`src/rtl/mem_arbiter.sv`:
```
// Arbitrates one shared memory port between instruction fetch (IF) and load/store (MEM).
// Grant takes one edge, the access holds until bus_ready_i, then a one-cycle RESP carries the ack.
module mem_arbiter #(
  parameter int BITSIZE    = 32,
  parameter int MAX_STREAK = 4
) (
  input  logic               clk,
  input  logic               reset_i,
  input  logic               if_req_i,
  input  logic [BITSIZE-1:0] if_addr_i,
  input  logic               if_flush_i,
  output logic               if_ack_o,
  output logic [BITSIZE-1:0] if_rdata_o,
  input  logic               mem_req_i,
  input  logic               mem_we_i,
  input  logic [3:0]         mem_be_i,
  input  logic [BITSIZE-1:0] mem_addr_i,
  input  logic [BITSIZE-1:0] mem_wdata_i,
  output logic               mem_ack_o,
  output logic [BITSIZE-1:0] mem_rdata_o,
  output logic               bus_req_o,
  output logic               bus_we_o,
  output logic [3:0]         bus_be_o,
  output logic [BITSIZE-1:0] bus_addr_o,
  output logic [BITSIZE-1:0] bus_wdata_o,
  input  logic               bus_ready_i,
  input  logic [BITSIZE-1:0] bus_rdata_i
);

  localparam int SW = $clog2(MAX_STREAK + 1);

  typedef enum logic [1:0] {IDLE, BUSY_IF, BUSY_MEM, RESP} state_t;

  state_t        state, state_nxt;
  logic [SW-1:0] streak;
  logic          kill;
  logic          resp_mem;
  logic          if_live;
  logic          if_dead;
  logic          streak_sat;
  logic          grant_mem, grant_if;

  assign if_live    = if_req_i && !if_flush_i;
  assign streak_sat = (streak == SW'(MAX_STREAK));
  // A flush seen in the completing cycle kills the fetch just like an earlier one.
  assign if_dead    = kill || if_flush_i;

  always_comb begin
    state_nxt = state;
    grant_mem = 1'b0;
    grant_if  = 1'b0;
    case (state)
      IDLE: begin
        if (mem_req_i && !(streak_sat && if_live)) begin
          state_nxt = BUSY_MEM;
          grant_mem = 1'b1;
        end else if (if_live) begin
          state_nxt = BUSY_IF;
          grant_if  = 1'b1;
        end
      end
      BUSY_IF: begin
        if (bus_ready_i) state_nxt = if_dead ? IDLE : RESP;
      end
      BUSY_MEM: begin
        if (bus_ready_i) state_nxt = RESP;
      end
      RESP:    state_nxt = IDLE;
      default: state_nxt = IDLE;
    endcase
  end

  always_ff @(posedge clk or posedge reset_i) begin
    if (reset_i) begin
      state       <= IDLE;
      streak      <= '0;
      kill        <= 1'b0;
      resp_mem    <= 1'b0;
      bus_we_o    <= 1'b0;
      bus_be_o    <= 4'h0;
      bus_addr_o  <= '0;
      bus_wdata_o <= '0;
      if_rdata_o  <= '0;
      mem_rdata_o <= '0;
    end else begin
      state <= state_nxt;

      if (grant_mem) begin
        bus_we_o    <= mem_we_i;
        bus_be_o    <= mem_be_i;
        bus_addr_o  <= mem_addr_i;
        bus_wdata_o <= mem_wdata_i;
        resp_mem    <= 1'b1;
        if (!if_req_i)       streak <= '0;
        else if (!streak_sat) streak <= streak + SW'(1);
      end

      if (grant_if) begin
        bus_we_o    <= 1'b0;
        bus_be_o    <= 4'hF;
        bus_addr_o  <= if_addr_i;
        bus_wdata_o <= '0;
        resp_mem    <= 1'b0;
        streak      <= '0;
      end

      // Kill persists until the in-flight fetch drains off the bus.
      if (state == BUSY_IF) kill <= bus_ready_i ? 1'b0 : if_dead;

      if (state == BUSY_IF && bus_ready_i && !if_dead) if_rdata_o <= bus_rdata_i;
      if (state == BUSY_MEM && bus_ready_i && !bus_we_o) mem_rdata_o <= bus_rdata_i;
    end
  end

  assign bus_req_o = (state == BUSY_IF) || (state == BUSY_MEM);
  assign if_ack_o  = (state == RESP) && !resp_mem;
  assign mem_ack_o = (state == RESP) && resp_mem;

endmodule

```
`config.mk`:
```
export PLATFORM = sky130hd
export DESIGN_NAME = mem_arbiter
export DESIGN_NICKNAME = d
export VERILOG_FILES = /design/src/rtl/mem_arbiter.sv
export SDC_FILE = /design/constraint.sdc
export NUM_CORES = 1
export LEC_CHECK = 0
export ABC_CLOCK_PERIOD_IN_PS = 4100
export BUFFER_PORTS_ARGS = -buffer_cell sky130_fd_sc_hd__buf_2
export CAP_MARGIN = 20
export CORE_MARGIN = 4
export CORE_UTILIZATION = 41
export CTS_CLUSTER_DIAMETER = 80
export DETAILED_ROUTE_END_ITERATION = 10
export GPL_ROUTABILITY_DRIVEN = 0
export PLACE_DENSITY = 0.75
export SYNTH_ARGS = -nofsm -noshare
export SYNTH_HDL_FRONTEND = slang
export SYNTH_SLANG_ARGS = --single-unit
```
`constraint.sdc`:
```
create_clock -name clk -period 4.1 [get_ports clk]
set_clock_uncertainty 0.2 [all_clocks]
set_input_delay 0.205 -clock clk [delete_from_list [all_inputs] [get_ports clk]]
set_output_delay 0.205 -clock clk [all_outputs]
set_load 0.05 [all_outputs]
```
; After elaboration in Yosys (flattened, before gate mapping)
; Index checks and enable logic that the tools add are counted.
[totals]
ff_bits = 140
latch_bits = 0
mem_bits_rw = 0
mem_bits_ro = 0
mem_count = 0
[classes]
addsub = 1
multipliers = 0
n_div = 0
n_lt_le_gt_ge = 0
eq_ne = 8
shift = 0
mux = 26
bitwise = 0
reduce_logical = 20
[ops]
columns = operator, n
row1 = two-way mux 32 bit, 4
row2 = two-way mux 3 bit, 4
row3 = two-way mux 1 bit, 10
row4 = two-way mux 2 bit, 5
row5 = logical AND 1 bit, 9
row6 = two-way mux 4 bit, 2
row7 = case mux 2 bit (4 select lines), 1
row8 = zero test 1 bit, 5
row9 = == test 2 bit (second input constant), 2
row10 = inequality test 2 bit (second input constant), 2
row11 = adder 3 x 1 -> 3 bit (second input constant), 1
row12 = == test 3 bit (second input constant), 1
row13 = inequality test 3 x 2 -> 1 bit (second input constant), 1
row14 = inequality test 3 bit (second input constant), 1
row15 = AND reduction 3 bit, 1
row16 = == test 2 x 1 -> 1 bit (second input constant), 1
row17 = zero test 2 bit, 1
row18 = logical OR 1 bit, 2
row19 = AND reduction 2 bit, 1
row20 = nonzero test 2 bit, 1

; Logic depth before layout (Yosys ltp)
[depth]
word_depth = 9
ltp_mapped = 7

; Worst setup path after synthesis
; Ideal clock, no wire load.
[synth_timing]
kind = register to register
from = register state[0]
to = register bus_addr_o[10]
setup_time_ns = 0.126
arrival_ns = 1.629
required_time_ns = 3.774
path_slack_ns = 2.145
path_stages_with_launch = 8
n_path_buf = 2
path_cell_list = dfrtp_1 > inv_1 > ha_1 > and2_1 > and2_4 > buf_6 > buf_6 > a221o_1
[synth_via]
elab_chain_cells = 3
word_cells_on_any_way = 5
cone_classes = 3 x mux / 2 x reduce/logical
[synth_lines]
columns = element, line
row1 = from (decl), 34  ; state_t state, state_nxt;
row2 = from (signal assigned), 86  ; state <= state_nxt;
row3 = zero test 2 bit (*), 52  ; case (state)
row4 = two-way mux 1 bit, 52
row5 = two-way mux 32 bit / nonzero test 2 bit (equally long branches), --
row6 = to (signal assigned), 91  ; bus_addr_o <= mem_addr_i;
row7 = to (signal assigned), 101  ; bus_addr_o <= if_addr_i;
row8 = to (decl), 24  ; output logic [BITSIZE-1:0] bus_addr_o,
; Every way passes the cells marked *; elsewhere a longest branch is shown, timed or not.
; A chain may end at the register's enable or synchronous reset.

; Worst setup path in the final report
[layout_timing]
from = register state[0]
to = register bus_addr_o[30]
; The elaborated chain is that of the path after synthesis.

==> summary.txt <==
Global-route usage over all layers = 25.0%
Max stage delay on crit path = 0.67 ns
Clock Path Buffers = 2
Worst EP arrival = 3.10 ns
Final setup vio count = 0
Clk sink count = 140
Critical Path RT = 4.26 ns
EDFF count, synth = 0
Pleak = 0.00468 uW
Reg2Reg Depth = 6
Top_reg_cell synth = dfrtp_1
Initial antenna violation count = 2
CP cell instances = inv_1 -> ha_1 -> and2_1 -> and2_4 -> a221o_1 -> dlygate4sd3_1
RSZ-0062 raised after global routing = no
Final hold vios = 0
Post-synthesis sequential area ratio = 62.6%
Root buffer selected by CTS = clkbuf_16
Synth cell types = 40
Util after Layout = 68.8%
Core area = 13300 um2
Global-route wire length before repair = 30800 um
DRC viols = 0
Final min period = 2.94 ns
I/O pin cnt = 275
Port bufs = 274
R2R Setup Slk = 1.16 ns
GRT overflow = 0
WL/cell = 19.5 um
Hold WS = 0.122 ns
Die height = 125 um
Max VDD drop = 0.000612 V
Syn_area_per_cell = 14.5 um2
Yosys warning total = 0
Crit-path slowest cell = and2_4
Hold Path Sink = streak[0]
Hold Path Class = input port to flip-flop
Post-synth top area cell = dfrtp_1
Syn Inst Count = 385
Post-CTS Setup Inserts = 0
Max-Slew Margin vs Limit = 48.4%
Skew-Pair Late Insertion Delay = 0.42 ns
Worst r2r src = state[0]
Mapped Nets = 530
Crit end category = flip-flop
Cell row count = 42
Design area = 9150 um2
Cell Pwr Density = 960 nW/um2
Area Growth Syn to Fin = 63.6%
Final worst-path cycle share = 71.8%
Htree depth = 4
Initial DRC count = 377
Post-DP Area = 7100 um2
Max Cap Violations = 0
Seq cells post-synth = 140
Initial Util = 42.1%
Fin. max-slew vios = 0
Synth area leaders = dfrtp_1, mux2_2, a221o_1
Vias in the first global route = 5769
FF-to-FF End = bus_addr_o[30]
Synth Cell Area = 5590 um2
First-pass DRT Iterations = 4
Worst setup SP type = flip-flop
Clock transition at the registers of the reported paths = 0.06 ns
Outcome = finished clean
Routed Antenna Nets = 0
DIE WIDTH = 125 um
CTS buffer count = 17
Crit Path Class = flip-flop to flip-flop
Crit-path max FO = 66
Via count = 5166
Placed wire-length estimate = 11700 um
NumNets Final = 940
Worst slew pin tran = 0.771 ns
HP Start = mem_req_i
Die Area = 15600 um2
Hold depth = 3
CTS tree = built
Vias/cell = 5.24
Synth top area share = 62.6%
Fin Setup TNS = 0 ns
Total Wirelength = 19200 um
FFs w/ async S/R, synth = 100%
Fmax = 0.340 GHz
Share of layout cells above drive strength 1 = 47.3%
Largest net degree at the start of global routing = 85
-- critical path, delay by kind of cell (launching register included) --
| kind | cells | cell delay [ns] |
|---|---|---|
| buffers and inverters | 2 | 0.67 |
| AO/OA/AOI/OAI | 1 | 0.29 |
| AND/OR/NAND/NOR | 2 | 0.96 |
| adder cells (fa/ha/maj) | 1 | 0.31 |
| flip-flops | 1 | 0.42 |
-- report_power, final --
part / internal (uW) / leakage, uW / switching [uW] / total (uW)
sequential: 2040 / 0.00172 / 397 / 2440
clock: 1030 / 0.000295 / 597 / 1630
combinational: 1440 / 0.00267 / 3280 / 4720
total: 4520 / 0.00468 / 4270 / 8790
-- layer usage --
metal / vias to the layer above / wire, um / global-route usage (%)
met2: 250 / 10300 / 43.5
li1: 2294 / - / -
met4: 0 / 796 / 12.8
met1: 2552 / 7010 / 28.0
met5: - / 0 / 0
met3: 70 / 1160 / 6.78
-- flip-flops by register name, summed over array words and instances (netlist names) --
register / count
kill: 1
resp_mem: 1
bus_be_o: 4
if_rdata_o: 32
state: 2
bus_we_o: 1
bus_addr_o: 32
mem_rdata_o: 32
streak: 3
bus_wdata_o: 32
-- cells by family (layout without fill, tap and decap cells) --
group | after synthesis | after routing | synth area share (%)
mux | 65 | 65 | 13.1
other cells | 0 | 2 | 0
simple gates | 54 | 54 | 6.06
compound gates | 87 | 87 | 13.9
buf+inv | 33 | 456 | 3.02
fa+ha+maj | 6 | 6 | 1.34
flops | 140 | 140 | 62.6
-- worst max path at each step --
stage               startpoint              to  slack, ns  cells past startpoint
floorplan              reset_i   bus_addr_o[0]       1.95                      1
global placement      state[0]   bus_addr_o[1]       1.78                      5
detailed placement    state[1]   bus_addr_o[4]       1.67                      5
CTS                   state[0]   bus_addr_o[4]       1.11                      6
global route          state[1]  bus_addr_o[20]       1.02                      6
finish                state[0]  bus_addr_o[30]       1.16                      6
-- final cells by class --
type,instances,area (um2)
Fill cell,921,4150
Sequential cell,140,3500
Timing Repair Buffer,418,2820
Multi-Input combinational cell,212,1940
Clock buffer,18,439
Tap cell,176,220
Clock inverter,14,194
Inverter,6,26.3
Antenna cell,2,5.00
-- metrics by stage --
stage	std cells	total power [uW]	setup slack, ns
floorplan	385	5680	1.95
global placement	813	6640	1.78
detailed placement	813	6760	1.67
CTS	982	8750	1.11
global route	986	9170	1.02
finish	986	8790	1.16
-- cells in the final DEF, fill, tap and decap left out, drive strengths merged, types with 2 or more instances in the layout --
| cell | instances |
|---|---|
| nor2b | 2 |
| and2 | 3 |
| dfrtp | 140 |
| nor2 | 3 |
| clkinv | 4 |
| dlygate4sd3 | 137 |
| and3 | 34 |
| diode | 2 |
| buf | 281 |
| clkbuf | 18 |
| nand2 | 5 |
| mux2 | 64 |
| o22a | 4 |
| clkinvlp | 6 |
| o32a | 2 |
| ha | 6 |
| o21ai | 3 |
| a21oi | 4 |
| a22o | 33 |
| nand4 | 2 |
| a221o | 32 |
| bufinv | 4 |
| inv | 6 |
-- synthesized netlist by cell type, drive strengths merged, types with 2 or more instances --
cell,instances
dfrtp,140
ha,6
clkbuf,6
a221o,32
mux2,64
nand4,2
a22o,33
o21ai,3
nor2,3
a21oi,4
and3,34
nand2,5
inv,6
buf,21
o22a,4
and2,3
nor2b,2
o32a,2
-- repair_timing --
item / 4_1_cts / 5_1_grt
gates resized for setup: 0 / 0
endpoints found under the hold margin: 223 / 0
hold buffers: 137 / 0
Note: power is estimated with default switching activity, not from simulation.
